[config.mk]
export PLATFORM = sky130hd
export DESIGN_NAME = pulse_cdc_scheduler
export DESIGN_NICKNAME = d
export VERILOG_FILES = /design/src/rtl/pulse_cdc_scheduler_pkg.sv /design/src/rtl/pulse_cdc_scheduler_sync_bit.sv /design/src/rtl/pulse_cdc_scheduler.sv
export SDC_FILE = /design/constraint.sdc
export NUM_CORES = 1
export LEC_CHECK = 0
export CORE_MARGIN = 4
export CORE_UTILIZATION = 49
export DETAILED_ROUTE_END_ITERATION = 10
export PLACE_DENSITY_LB_ADDON = 0.3
export SYNTH_ARGS = -nofsm -noshare
export SYNTH_HDL_FRONTEND = slang
export SYNTH_SLANG_ARGS = --single-unit
[constraint.sdc]
create_clock -name clka -period 1.8 [get_ports clka]
set_input_delay 0.45 -clock clka [delete_from_list [all_inputs] [get_ports clka]]
set_output_delay 0.45 -clock clka [all_outputs]
set_load 0.02 [all_outputs]
[src/rtl/pulse_cdc_scheduler_pkg.sv]
// Shared types and constants for the pulse CDC scheduler.
//   state_e         : scheduler FSM states
//   calc_id_w()     : requester index width, never below 1
//   DEF_*           : default parameter values
package pulse_cdc_scheduler_pkg;

  localparam int unsigned DEF_NREQ        = 4;
  localparam int unsigned DEF_SYNC_STAGES = 2;
  localparam int unsigned DEF_TIMEOUT_CYC = 255;
  localparam int unsigned CNT_W           = 16;

  typedef enum logic [1:0] {
    ST_IDLE = 2'd0,
    ST_WAIT = 2'd1,
    ST_COOL = 2'd2
  } state_e;

  // max(1, clog2(n))
  function automatic int unsigned calc_id_w(input int unsigned n);
    return (n <= 2) ? 1 : $clog2(n);
  endfunction

endpackage

[src/rtl/pulse_cdc_scheduler_sync_bit.sv]
// Multi-flop single-bit synchronizer.
//   clka  : destination clock
//   rstna : async active-low reset, flops clear to 0
//   d     : asynchronous input bit
//   q     : synchronized output (last flop)
module sync_bit
  import pulse_cdc_scheduler_pkg::*;
#(
  parameter int unsigned STAGES = DEF_SYNC_STAGES
) (
  input  logic clka,
  input  logic rstna,
  input  logic d,
  output logic q
);

  logic [STAGES-1:0] sync_q;
  logic [STAGES-1:0] sync_d;

  // shift the async bit in at the low end
  always_comb begin
    sync_d = {sync_q[STAGES-2:0], d};
  end

  always_ff @(posedge clka or negedge rstna) begin
    if (!rstna) begin
      sync_q <= '0;
    end else begin
      sync_q <= sync_d;
    end
  end

  assign q = sync_q[STAGES-1];

endmodule

[src/rtl/pulse_cdc_scheduler.sv]
// Round-robin scheduler sharing one toggle-handshake channel to a
// clkb-domain partner among NREQ clka-domain requesters.
//   clka, rstna : clock, async active-low reset
//   en          : allow new grants (in-flight transfer always completes)
//   req         : level request per requester
//   gnt / done  : one-cycle one-hot launch / completion pulses
//   tx_tgl      : request toggle to clkb, flips once per launch
//   tx_id       : index of the requester owning the channel
//   ack_tgl     : acknowledge toggle from clkb (asynchronous)
//   busy        : channel in WAIT or COOL
//   timeout_err : sticky flag, set when WAIT lasts TIMEOUT_CYC cycles
//   err_clr     : clears timeout_err (a concurrent set wins)
module pulse_cdc_scheduler
  import pulse_cdc_scheduler_pkg::*;
#(
  parameter int unsigned NREQ        = DEF_NREQ,
  parameter int unsigned SYNC_STAGES = DEF_SYNC_STAGES,
  parameter int unsigned TIMEOUT_CYC = DEF_TIMEOUT_CYC
) (
  input  logic                           clka,
  input  logic                           rstna,
  input  logic                           en,
  input  logic [NREQ-1:0]                req,
  output logic [NREQ-1:0]                gnt,
  output logic [NREQ-1:0]                done,
  output logic                           tx_tgl,
  output logic [calc_id_w(NREQ)-1:0]     tx_id,
  input  logic                           ack_tgl,
  output logic                           busy,
  output logic                           timeout_err,
  input  logic                           err_clr
);

  localparam int unsigned ID_W = calc_id_w(NREQ);
  localparam logic [CNT_W-1:0] CNT_MAX = CNT_W'(TIMEOUT_CYC);

  state_e            state_q, state_d;
  logic [NREQ-1:0]   gnt_q, gnt_d;
  logic [NREQ-1:0]   done_q, done_d;
  logic              tx_tgl_q, tx_tgl_d;
  logic [ID_W-1:0]   tx_id_q, tx_id_d;
  logic [ID_W-1:0]   rr_q, rr_d;
  logic              busy_q, busy_d;
  logic              err_q, err_d;
  logic [CNT_W-1:0]  cnt_q, cnt_d;

  logic              ack_sync;
  logic              found;
  logic [ID_W-1:0]   pick;
  logic              launch;
  logic              complete;
  logic              timeout_set;

  // ack toggle into the clka domain
  sync_bit #(
    .STAGES (SYNC_STAGES)
  ) u_ack_sync (
    .clka  (clka),
    .rstna (rstna),
    .d     (ack_tgl),
    .q     (ack_sync)
  );

  // round-robin search starting at rr_q, wrapping modulo NREQ
  always_comb begin
    logic [ID_W:0] cand;
    found = 1'b0;
    pick  = '0;
    cand  = '0;
    for (int unsigned i = 0; i < NREQ; i++) begin
      cand = {1'b0, rr_q} + (ID_W+1)'(i);
      if (cand >= (ID_W+1)'(NREQ)) begin
        cand = cand - (ID_W+1)'(NREQ);
      end
      if (!found && req[cand[ID_W-1:0]]) begin
        found = 1'b1;
        pick  = cand[ID_W-1:0];
      end
    end
  end

  assign launch   = (state_q == ST_IDLE) && en && found;
  assign complete = (state_q == ST_WAIT) && (ack_sync == tx_tgl_q);

  // state register
  always_ff @(posedge clka or negedge rstna) begin
    if (!rstna) begin
      state_q <= ST_IDLE;
    end else begin
      state_q <= state_d;
    end
  end

  // next-state logic
  always_comb begin
    state_d = state_q;
    case (state_q)
      ST_IDLE: if (launch)   state_d = ST_WAIT;
      ST_WAIT: if (complete) state_d = ST_COOL;
      ST_COOL: state_d = ST_IDLE;
      default: state_d = ST_IDLE;
    endcase
  end

  // output / datapath next values
  always_comb begin
    gnt_d       = '0;
    done_d      = '0;
    tx_tgl_d    = tx_tgl_q;
    tx_id_d     = tx_id_q;
    rr_d        = rr_q;
    cnt_d       = cnt_q;
    busy_d      = (state_d != ST_IDLE);
    timeout_set = 1'b0;

    if (launch) begin
      gnt_d[pick] = 1'b1;
      tx_tgl_d    = ~tx_tgl_q;
      tx_id_d     = pick;
      rr_d        = (pick == ID_W'(NREQ - 1)) ? '0 : pick + ID_W'(1);
      cnt_d       = '0;
    end

    if (complete) begin
      done_d[tx_id_q] = 1'b1;
    end

    // counter holds at the threshold so the set keeps re-asserting
    // for the rest of WAIT and beats any err_clr there
    if (state_q == ST_WAIT) begin
      cnt_d       = (cnt_q >= CNT_MAX) ? cnt_q : cnt_q + CNT_W'(1);
      timeout_set = (cnt_d == CNT_MAX);
    end

    err_d = timeout_set | (err_q & ~err_clr);
  end

  always_ff @(posedge clka or negedge rstna) begin
    if (!rstna) begin
      gnt_q    <= '0;
      done_q   <= '0;
      tx_tgl_q <= 1'b0;
      tx_id_q  <= '0;
      rr_q     <= '0;
      busy_q   <= 1'b0;
      err_q    <= 1'b0;
      cnt_q    <= '0;
    end else begin
      gnt_q    <= gnt_d;
      done_q   <= done_d;
      tx_tgl_q <= tx_tgl_d;
      tx_id_q  <= tx_id_d;
      rr_q     <= rr_d;
      busy_q   <= busy_d;
      err_q    <= err_d;
      cnt_q    <= cnt_d;
    end
  end

  assign gnt         = gnt_q;
  assign done        = done_q;
  assign tx_tgl      = tx_tgl_q;
  assign tx_id       = tx_id_q;
  assign busy        = busy_q;
  assign timeout_err = err_q;

endmodule

# Yosys cells after proc, flatten, opt, wreduce, memory -nomap -nowiden
# Index checks and enable logic that the tools add are counted.
# op_classes
mux,34
n_lt_le_gt_ge,13
n_reduce_logical,14
bitwise,4
n_eq_ne,4
n_addsub,9
# ops
operator,count
two-way mux 16 bit,3
two-way mux 2 bit,11
"less-than comparator 2 x 3 -> 1 bit, second input constant",6
"adder 16 x 1 -> 16 bit, second input constant",1
"equality test 16 x 8 -> 1 bit, second input constant",1
">= comparator 16 x 8 -> 1 bit, second input constant",1
two-way mux 1 bit,11
">= comparator 3 bit, second input constant",3
binary-select mux 1 bit (select 2 bit),4
logical AND 1 bit,8
two-way mux 4 bit,2
"subtractor 2 x 1 -> 2 bit, second input constant",4
"adder 2 x 2 -> 3 bit, second input constant",2
demux 1 bit (select 2 bit),2
">= comparator 2 x 1 -> 1 bit, second input constant",2
one-hot mux 2 bit (2 select lines),1
nonzero test 2 bit,2
"adder 2 x 1 -> 3 bit, second input constant",1
">= comparator 2 x 3 -> 1 bit, second input constant",1
logical NOT 1 bit,3
"adder 2 x 1 -> 2 bit, second input constant",1
"equality test 2 x 1 -> 1 bit, second input constant",1
"equality test 2 bit, second input constant",1
logical NOT 2 bit,1
other kinds (4),5
# word_totals
output_inout_bits,13
register_bits,35
word_cells,88

# Longest topological paths before layout
# depth
word_depth,19
mapped_depth,7
depth_no_buf,7

# Hierarchy
# Synthesis repeated with hierarchy kept, for this count alone.
# hier_totals
hier_cells,145
hier_area_um2,1619.1
# by_module_without_submodules
module,seq_area_each_um2,area_per_inst_um2,n_inst,cells_each
pulse_cdc_scheduler,825.8,1569.0,1,143
sync_bit,50.0,50.0,1,2

# Worst setup path after synthesis
# Ideal clock, no wire load.
# synth_path
path_type,register to register
startpoint,reg cnt_q[0]
endpoint,reg err_q (netlist: timeout_err)
slack_ps,27
required_ps,1699
path_stages_with_launch,7
t_arrival_ps,1672
setup_time_ps,101
cell_sequence,dfrtp_1 -> ha_1 -> buf_6 -> or4b_1 -> nor3_1 -> nor4_1 -> o32ai_1
# synth_via
elab_chain_len,5
elab_cells_between_ends,6
cone_classes,1 x add/sub; 1 x order compare; 1 x eq/ne; 2 x mux; 1 x bitwise
# synth_lines
item,line_no,rtl
from (decl),pulse_cdc_scheduler.sv:45,"logic [CNT_W-1:0] cnt_q, cnt_d;"
from (signal assigned),pulse_cdc_scheduler.sv:156,cnt_q <= cnt_d;
adder 16 x 1 -> 16 bit / >= comparator 16 x 8 -> 1 bit (equally long branches),pulse_cdc_scheduler.sv:131,cnt_d = (cnt_q >= CNT_MAX) ? cnt_q : cnt_q + CNT_W'(1);
two-way mux 16 bit *,pulse_cdc_scheduler.sv:131,
equality test 16 x 8 -> 1 bit *,pulse_cdc_scheduler.sv:132,timeout_set = (cnt_d == CNT_MAX);
two-way mux 1 bit *,pulse_cdc_scheduler.sv:130,if (state_q == ST_WAIT) begin
OR 1 bit *,pulse_cdc_scheduler.sv:135,err_d = timeout_set | (err_q & ~err_clr);
via err_d,pulse_cdc_scheduler.sv:44,"logic err_q, err_d;"
to (signal assigned),pulse_cdc_scheduler.sv:155,err_q <= err_d;
to (decl),pulse_cdc_scheduler.sv:44,
# Mark *: on every way through the listed nets, which the timed path passes. The rest lies on a longest branch.
# A chain may end at the register's enable or synchronous reset.

# Worst setup path in the final report
# layout_path
startpoint,in req[1]
endpoint,reg rr_q[1]
# layout_via
elab_chain_len,14
elab_cells_between_ends,26
cone_classes,1 x add/sub; 1 x eq/ne; 17 x mux; 7 x reduce/logical
# layout_lines
item,line_no,rtl
from (decl),pulse_cdc_scheduler.sv:23,"input logic [NREQ-1:0] req,"
binary-select mux 1 bit (select 2 bit),pulse_cdc_scheduler.sv:75,if (!found && req[cand[ID_W-1:0]]) begin
two-way mux 1 bit (not written as such),pulse_cdc_scheduler.sv:75,
two-way mux 1 bit,pulse_cdc_scheduler.sv:75,
logical NOT 1 bit,pulse_cdc_scheduler.sv:75,
logical AND 1 bit,pulse_cdc_scheduler.sv:75,
two-way mux 1 bit,pulse_cdc_scheduler.sv:75,
logical NOT 1 bit,pulse_cdc_scheduler.sv:75,
logical AND 1 bit,pulse_cdc_scheduler.sv:75,
two-way mux 1 bit,pulse_cdc_scheduler.sv:75,
logical NOT 1 bit,pulse_cdc_scheduler.sv:75,
logical AND 1 bit,pulse_cdc_scheduler.sv:75,
two-way mux 2 bit *,pulse_cdc_scheduler.sv:75,
via pick[0],pulse_cdc_scheduler.sv:49,logic [ID_W-1:0] pick;
adder 2 x 1 -> 2 bit / equality test 2 bit (equally long branches),pulse_cdc_scheduler.sv:120,rr_d = (pick == ID_W'(NREQ - 1)) ? '0 : pick + ID_W'(1);
two-way mux 2 bit *,pulse_cdc_scheduler.sv:120,
to (signal assigned),pulse_cdc_scheduler.sv:153,rr_q <= rr_d;
to (decl),pulse_cdc_scheduler.sv:42,"logic [ID_W-1:0] rr_q, rr_d;"
# Mark *: on every way through the listed nets, which the timed path passes. The rest lies on a longest branch. The select of a mux whose other input is x is not followed.

==> results.json <==
{
  "worst-r2r-setup-slack_ns": 0.07,
  "syn_avg_cell_area_um2": 10.58,
  "hold_path_end": "u_ack_sync.sync_q[1]",
  "synth_top_area_cell": "dfrtp_1",
  "cap_violations": 0,
  "min-delay-start": "u_ack_sync.sync_q[0]",
  "ios": 22,
  "synth_top_family_by_area": "simple AND/OR/NAND/NOR gates",
  "syn-num-nets": 175,
  "setup_ws_ns": 0.05600,
  "yosysTopAreaCellShare_pct": 51.40,
  "synth_xor_area_share_pct": 1.028,
  "worstHoldPathCells": 0,
  "cts_tree": "yes",
  "row_count": 21,
  "port_buffers": 21,
  "p_per_area_nw_per_um2": 1190,
  "stdcell_count": 246,
  "cp_max_fo": 3,
  "clk_path_buf_depth": 2,
  "leakage_uw": 0.001025,
  "ys_seq_area_share_pct": 51.40,
  "rsz0062_at_grt": "yes",
  "final_common_cell": "dfrtp_1",
  "drive_gt1_share_pct": 22.00,
  "placed_area_um2": 2046,
  "wl_per_cell_um": 14.00,
  "ys_warn_count": 0,
  "synthCells": 161,
  "required_ns": 2.07,
  "finish.net_count": 213,
  "ir_drop_mv": 0.6459,
  "cts.sink_count": 35,
  "clk_latency_ns": 0.34,
  "die_area_um2": 4486,
  "grt_pass1_wl_um": 5775,
  "grt_pass1_vias": 1261,
  "cts-root-buf": "clkbuf_4",
  "synth_compound_area_share_pct": 13.36,
  "ys_ff_latch": 35,
  "track_usage_pct": 17.76,
  "final_cell_mix": "35 x dfrtp_1, 21 x nand2_1, 15 x clkdlybuf4s50_1, 15 x buf_4, 13 x o21ai_0",
  "synth_fa_ha_area_share_pct": 3.671,
  "r2r-start": "cnt_q[11]",
  "synth.area.top_cells": "dfrtp_1 51%, nand2_1 4.6%, and2_1 4.0%",
  "synth_ff_type": "dfrtp_1",
  "synthArstFlopShare_pct": 100.0,
  "pre_cts_slack_ns": -0.3395,
  "status": "finished clean",
  "numCtsBuffers": 5,
  "syn2layout_area_growth_pct": 28.63,
  "reg2reg_depth": 5,
  "worstSetupPathType": "input pin to flop",
  "htreeDepth": 2,
  "worstMarginPinSlew_ns": 0.4285,
  "cp-start-kind": "input pin",
  "dp_cells": 237,
  "yosys.area_share.simple_pct": 24.82,
  "r2r-end": "cnt_q[4]",
  "period_minus_slack_ns": 1.744,
  "first_iter_violations": 103,
  "clk_pin_slew_ns": 0.10,
  "viasPerCell": 5.435,
  "hold_viol": 0,
  "skew_ns": 0.006771,
  "syn_area_um2": 1704,
  "core_um2": 3337,
  "setup_viol": 0,
  "start_util_pct": 51.07,
  "hold_buffers": 0,
  "max_freq_mhz": 573.4,
  "antenna_found_initial": 0,
  "worstHoldPathType": "flop to flop",
  "antenna_left": 0,
  "crit_path_end_kind": "flop",
  "die_h_um": 66.98,
  "critical_path_arrival_ns": 2.01,
  "slew_violations": 0,
  "wl_um": 3445,
  "place.gp.congestion": 0.9529,
  "vias": 1337,
  "finalCritPeriodShare_pct": 96.89,
  "grt_start_max_net_pins": 36,
  "route.detailed.drc": 0,
  "synth_edf_count": 0,
  "dieWidth_um": 66.98,
  "final_area_um2": 2192,
  "first_pass_iters": 4,
  "ys_types": 42,
  "synthMuxAreaShare_pct": 1.909,
  "antenna_cells": 0,
  "slew-limit-headroom_pct": 71.44,
  "grt-ovfl-total": 0,
  "dpl.hpwl_um": 2421
}
==> flip-flops by register name, indices dropped and copies added (netlist names), 2 cells and up <==
register           cells
tx_id                  2
done                   4
cnt_q                 16
u_ack_sync.sync_q      2
rr_q                   2
gnt                    4
state_q                2
==> worst max path at each step <==
stage | startpoint | to | slack [ns] | cells past startpoint
6_report | req[1] | rr_q[1] | 0.06 | 8
5_1_grt | cnt_q[1] | timeout_err | -0.06 | 6
4_1_cts | cnt_q[12] | timeout_err | 0.01 | 5
3_5_place_dp | req[0] | rr_q[0] | -0.34 | 8
3_3_place_gp | req[0] | rr_q[0] | -0.25 | 8
2_1_floorplan | cnt_q[0] | timeout_err | 0.03 | 6
==> metrics by stage <==
step	hold slack, ns	TNS (ns)	total power (uW)	utilization (%)
floorplan	0.1544	0	1662	-
global placement	0.3372	-4.543	2091	61.30
detailed placement	0.3410	-5.553	2109	61.30
CTS	0.3645	0	2575	63.25
global route	0.3675	-0.06153	2810	65.69
finish	0.3640	0	2608	65.69
==> cells in the mapped netlist (2+ instances only) <==
| master | instances |
|---|---|
| nor4_2 | 2 |
| nor4_1 | 2 |
| xnor2_1 | 2 |
| or4b_1 | 2 |
| o22ai_1 | 3 |
| nor2b_1 | 2 |
| nand4_1 | 2 |
| ha_1 | 5 |
| nor4_4 | 2 |
| a21oi_1 | 8 |
| and3_1 | 2 |
| a31oi_1 | 2 |
| o21ai_0 | 13 |
| mux2_2 | 2 |
| nand2_1 | 21 |
| clkbuf_1 | 2 |
| dfrtp_1 | 35 |
| nor2_1 | 9 |
| a22o_1 | 2 |
| inv_1 | 9 |
| nor3_1 | 3 |
| and2_1 | 11 |
==> critical path: stages <==
cell             delay [ns]
clkdlybuf4s50_1        0.54
inv_1                  0.08
a21oi_1                0.15
o22ai_1                0.10
a21oi_1                0.17
inv_1                  0.09
ha_1                   0.29
o21ai_0                0.15
==> area by class of cell <==
cell class                 count  area, um2
fill                         273       1145
sequential                    35      875.8
multi-input combinational    112      829.5
timing repair buffer          36      326.6
clock buffer                   8      68.82
tap                           46      57.56
inverter                       9      33.78
==> per-layer routing <==
| layer | GRT usage [%] | wire [um] |
|---|---|---|
| met1 | 22.92 | 1599 |
| met3 | 5.734 | 176 |
| met2 | 25.87 | 1589 |
| met5 | 0 | 0 |
| met4 | 10.38 | 79 |
==> repair_timing <==
action                     4_1_cts  5_1_grt
cloned                           0        0
setup endpoints to repair        3       10
pin swaps                        0        4
resized for setup                3       16
setup buffers                    0        1
==> power by group <==
part	internal (uW)	switching, uW	leakage, uW	total, uW
Combinational	502	549	0.000520	1050
Clock	230	253	0.0000386	483
Sequential	937	138	0.000467	1070
Total	1670	940	0.00103	2610
==> kinds of logic after synthesis <==
| family | after synthesis |
|---|---|
| adders and majority gates | 5 |
| DFF | 35 |
| muxes | 3 |
| buffers and inverters | 14 |
| and+or+nand+nor | 67 |
| AOI/OAI and AO/OA | 35 |
| xor gates and xnor gates | 2 |
(Power assumes the default switching activity.)
==> RTL edit 1: new RTL, config.mk and constraints unchanged <==
Set the package constant `DEF_TIMEOUT_CYC` to 127 (it was 255).
--- a/src/rtl/pulse_cdc_scheduler_pkg.sv
+++ b/src/rtl/pulse_cdc_scheduler_pkg.sv
@@ -7,5 +7,5 @@
   localparam int unsigned DEF_NREQ        = 4;
   localparam int unsigned DEF_SYNC_STAGES = 2;
-  localparam int unsigned DEF_TIMEOUT_CYC = 255;
+  localparam int unsigned DEF_TIMEOUT_CYC = 127;
   localparam int unsigned CNT_W           = 16;
 
Check against the original RTL: no difference found for any inputs over 10 cycles, from zero or initial values and one cycle with rstna low; that may be too few to reach the edited logic, so the function may still have changed.
==> RTL edit 1 against the original RTL <==
The flow now finishes with violations (negative setup slack); first-iteration DRC count decreased by 3.9%; routed wire length decreased by 3.8%; die area decreased by 1.2%; setup slack got worse by 0.17 ns; sequential cell count unchanged; total power increased by 0.94%; clock skew increased by 0.0025 ns; design area decreased by 1.3%; synthesized area decreased by 1.4%; count of clock-buffer cells in the layout decreased by 3; core utilization decreased by 0.82 points; register-to-register slack got worse by 0.19 ns; sequential share of layout area increased by 0.51 points.
==> RTL edit 1: results (changes against the original RTL) <==
Parameter                              Value

Synth
  Top cells by count, synth    dfrtp_1, nand2_1, and2_1 (was dfrtp_1, nand2_1, o21ai_0)
  Unique cell type count in the Yosys netlist    47 (was 42)
  Yosys synthesis warning count    0 (unchanged)
  Post-synthesis sequential area ratio    52.1% (was 51.4%)
  Syn_nets    169 (was 175)
  Mean post-synth cell area    10.8 um2 (was 10.6 um2)
  Ranking of synthesized cells by area    dfrtp_1, and2_1, ha_1 (was dfrtp_1, nand2_1, and2_1)

Finish
  Count of fill cells added during filler insertion    302 (was 273)
  Share of layout cells above drive strength 1    22.7% (was 22.0%)
  Flip-flop count of the largest register, all copies and words added    16 (unchanged)
  Fin nets    211 (was 213)

Timing
  Worst Skew    0.00926 ns (was 0.00677 ns)
  Relative slew slack    71.7% (was 71.4%)
  Final setup viols    5 (was 0)
  Final critical-path setup slack    -0.115 ns (was 0.0560 ns)
  Final sum of negative setup slack    -0.276 ns (was 0 ns)

Route
  Violation count after the first detailed-route iteration    99 (was 103)
  WL/cell    13.6 um (was 14.0 um)
  Avg Vias per Cell    5.28 (was 5.43)
  Number of detailed-route iterations in the first pass    4 (unchanged)
  Routed wire length    3310 um (was 3450 um)

Clock network
  Clock slew at reported path FFs    0.12 ns (was 0.10 ns)
  Clock Tree Buf Depth    2 (unchanged)
  CTS Root Cell    clkbuf_4 (unchanged)

Hold path
  Class of the most critical hold timing path    reg2reg (unchanged)

GRT
  Via count of the first global-routing pass    1265 (was 1261)
  GR Util All Layers    17.1% (was 17.8%)
  Global-route wire length before repair    5640 um (was 5780 um)

Power
  Leakage component of the power    0.00107 uW (was 0.00103 uW)
  IR drop worst, VDD    0.000909 V (was 0.000646 V)

Setup path
  Critical path data arrival time    2.19 ns (was 2.01 ns)
  Crit path launch type    flip-flop (was input port)
  Source of the critical timing path    cnt_q[8] (was req[1])
  CP max FO    2 (was 3)
  Category of cells accounting for the largest share of critical-path delay    simple AND/OR/NAND/NOR gates (was buffers and inverters)
  Cell with the largest stage delay on the worst path    or4_4 (was clkdlybuf4s50_1)
  Largest stage delay on the critical path    0.54 ns (about the same)

Outcome
  Violations in the final reports    negative setup slack
  Status    finished with violations (was finished, final reports clean)

Place
  Post-place instance area    0.00205 mm2 (about the same)
  Pre-CTS setup slack    -0.361 ns (was -0.340 ns)
  GP Congestion    0.817 (was 0.953)
  Final HPWL DP    2450 um (was 2420 um)
  Post-placement cell count    234 (was 237)
[RTL edit 1: worst reg2reg max path, delay by kind of cell, from the launching register on]
| kind | cells | cell delay (ns) |
|---|---|---|
| AOI/OAI and AO/OA | 1 | 0.18 |
| DFF | 1 | 0.39 |
| muxes | 1 | 0.31 |
| and+or+nand+nor | 3 | 0.95 |
[RTL edit 1: layer usage]
metal / wire length [um] / vias to the layer above / GRT usage [%]
met5: 0 / - / 0
met4: 50 / 0 / 6.85
met3: 158 / 6 / 6.41
met2: 1620 / 28 / 27.5
met1: 1480 / 618 / 20.7
li1: - / 636 / -
[RTL edit 1: cells by family (layout without fill, tap and decap cells)]
group	count (synthesis)	after routing	synth area share, %
simple gates	60	60	20.9
flops	35	35	52.1
compound gates	34	34	14.7
buf+inv	14	57	4.24
fa+ha+maj	5	5	3.72
xor+xnor	4	4	2.09
mux	3	3	2.16
[RTL edit 1: path summary, 6_finish.rpt]
path / to / slack, ns / cells after the start
setup reg to reg: timeout_err / -0.12 / 5
setup / recovery: timeout_err / -0.12 / 5
hold reg to reg: u_ack_sync.sync_q[1] / 0.37 / 0
hold / removal: u_ack_sync.sync_q[1] / 0.37 / 0
min in group asynchronous: timeout_err / 0.49 / 2
max in group asynchronous: gnt[2] / 1.00 / 2
[RTL edit 1: final cells by class]
class | instances | area [um2] | share of cell area (%)
clock buffers | 5 | 37.5 | 1.73
clock inverters | 3 | 25.0 | 1.16
inverters | 6 | 22.5 | 1.04
multi-input cells | 106 | 762 | 35.2
flip-flops and latches | 35 | 876 | 40.5
well taps | 46 | 57.6 | 2.66
repair buffers | 43 | 384 | 17.7
[RTL edit 1: what timing repair did]
item,4_1_cts,5_1_grt
resized for setup,5,9
setup buffers,1,1
setup endpoints to repair,9,18
pin swaps,1,2
[RTL edit 1: metrics by stage]
step | total power (uW) | utilization (%)
after global routing | 2840 | 64.9
after floorplan | 1700 | -
final | 2630 | 64.9
after global placement | 2150 | 61.5
after detailed placement | 2190 | 61.5
after CTS | 2620 | 63.7
[RTL edit 1: power breakdown]
group,leakage [uW],switching [uW],internal [uW]
combinational,0.000571,568,542
sequential,0.000467,138,944
clock,0.0000314,285,156
total,0.00107,990,1640
==> RTL edit 2: new RTL, same flow settings <==
Made on the original files. `rr_q` no longer has a reset.
--- a/src/rtl/pulse_cdc_scheduler.sv
+++ b/src/rtl/pulse_cdc_scheduler.sv
@@ -142,5 +142,4 @@
       tx_tgl_q <= 1'b0;
       tx_id_q  <= '0;
-      rr_q     <= '0;
       busy_q   <= 1'b0;
       err_q    <= 1'b0;
@@ -151,9 +150,12 @@
       tx_tgl_q <= tx_tgl_d;
       tx_id_q  <= tx_id_d;
-      rr_q     <= rr_d;
       busy_q   <= busy_d;
       err_q    <= err_d;
       cnt_q    <= cnt_d;
     end
+  end
+
+  always_ff @(posedge clka) begin
+    rr_q <= rr_d;
   end
 
Behaviour: not the same (a bounded check fails within 4 cycles, from zero or initial values and one cycle with rstna low).
==> RTL edit 2 against the original RTL <==
The flow now finishes with violations (negative setup slack); first-iteration DRC count decreased by 44%; via count is 0.67% lower; final cell count fell by 0.81%; synthesized cell count is 6.2% lower; total power fell by 1.1%; routed wire length grew 6.8%; highest routed layer unchanged; register-to-register slack worse by 0.09 ns; synthesized area shrank 5.2%; design area shrank 1.4%; sequential cell count unchanged; setup slack lost 0.073 ns.
==> RTL edit 2: results (changes against the original RTL) <==
Parameter                              Value

Timing
  Worst Skew    0.0106 ns (was 0.00677 ns)
  Final sum of negative setup slack    -0.0492 ns (was 0 ns)
  Final critical-path setup slack    -0.0174 ns (was 0.0560 ns)
  Final setup viols    5 (was 0)

GRT
  Via count of the first global-routing pass    1445 (was 1261)
  Global-route wire length before repair    6350 um (was 5780 um)
  GR Util All Layers    19.4% (was 17.8%)
  Maximum number of pins on one net before global-route repair    34 (was 36)

Clock network
  Post-CTS sizing    11 (was 3)

Outcome
  Violations in the final reports    negative setup slack
  Status    finished with violations (was finished, final reports clean)

Power
  Int Power    1620 uW (was 1670 uW)
  Comb pwr    1090 uW (was 1050 uW)
  IR drop worst, VDD    0.000743 V (was 0.000646 V)
  Leakage component of the power    0.00103 uW (about the same)

Setup path
  CP max FO    4 (was 3)
  Category of cells accounting for the largest share of critical-path delay    compound AO/OA/AOI/OAI gates (was buffers and inverters)
  Critical path data arrival time    2.04 ns (was 2.01 ns)
  Reg2reg end    cnt_q[7] (was cnt_q[4])
  Launching point of the worst reg2reg path    cnt_q[8] (was cnt_q[11])
  Worst setup slack for register-to-register paths    -0.02 ns (was 0.07 ns)
  Cell with the largest stage delay on the worst path    or4_4 (was clkdlybuf4s50_1)

Place
  Post-placement cell count    233 (was 237)
  Final HPWL DP    2720 um (was 2420 um)
  GP Congestion    0.880 (was 0.953)
  Post-place instance area    0.00201 mm2 (was 0.00205 mm2)

Route
  WL/cell    15.1 um (was 14.0 um)
  Routed wire length    3680 um (was 3450 um)
  DR vias    1328 (was 1337)
  Violation count after the first detailed-route iteration    58 (was 103)

Synth
  Ranking of synthesized cells by area    dfrtp_1, and2_1, ha_1 (was dfrtp_1, nand2_1, and2_1)
  Unique cell type count in the Yosys netlist    44 (was 42)
  Post-synthesis sequential area ratio    54.8% (was 51.4%)
  Synthesized instance count    151 (was 161)
  Syn_nets    165 (was 175)
  Count of flip-flops with a built-in enable after synthesis    2 (was 0)

Finish
  Share of layout cells above drive strength 1    27.0% (was 22.0%)
-- RTL edit 2: metrics by stage --
step / hold slack, ns / utilization (%) / total power, uW / worst slack, ns
after floorplan: 0.154 / - / 1660 / 0.0407
after global placement: 0.336 / 64.9 / 2080 / -0.292
after detailed placement: 0.340 / 64.9 / 2140 / -0.391
after CTS: 0.365 / 68.2 / 2550 / -0.0166
after global routing: 0.369 / 69.7 / 2750 / -0.0999
final: 0.362 / 69.7 / 2580 / -0.0174
-- RTL edit 2: area by class of cell --
cell class                 count  area (um2)
inverter                       9        33.8
clock buffer                   7        45.0
timing repair buffer          46         403
clock inverter                 1        5.00
multi-input combinational    102         734
tap                           44        55.1
sequential                    35         886
fill                         249         941
-- RTL edit 2: worst max path at each step --
stage	from	to	slack (ns)
after global routing	cnt_q[8]	cnt_q[5]	-0.1
after detailed placement	req[0]	rr_q[1]	-0.39
after global placement	req[0]	rr_q[1]	-0.29
after floorplan	cnt_q[0]	timeout_err	0.04
after CTS	cnt_q[13]	cnt_q[3]	-0.02
final	cnt_q[8]	cnt_q[7]	-0.02
-- RTL edit 2: layer usage --
metal	part of all wire [%]	global-route usage, %	wire [um]	vias up
met1	40	22.4	1490	658
met5	0	0	0	-
li1	-	-	-	623
met4	1.3	8.29	47	0
met3	5.7	4.96	211	6
met2	53	33.9	1930	41
-- RTL edit 2: kinds of logic (layout without fill, tap and decap cells) --
group	count (synthesis)	after routing	share of synthesized area, %
compound gates	34	34	13.6
xor+xnor	4	4	2.17
fa+ha+maj	5	5	3.87
buf+inv	14	63	4.03
flops	35	35	54.8
mux	3	3	2.01
simple gates	56	56	19.5
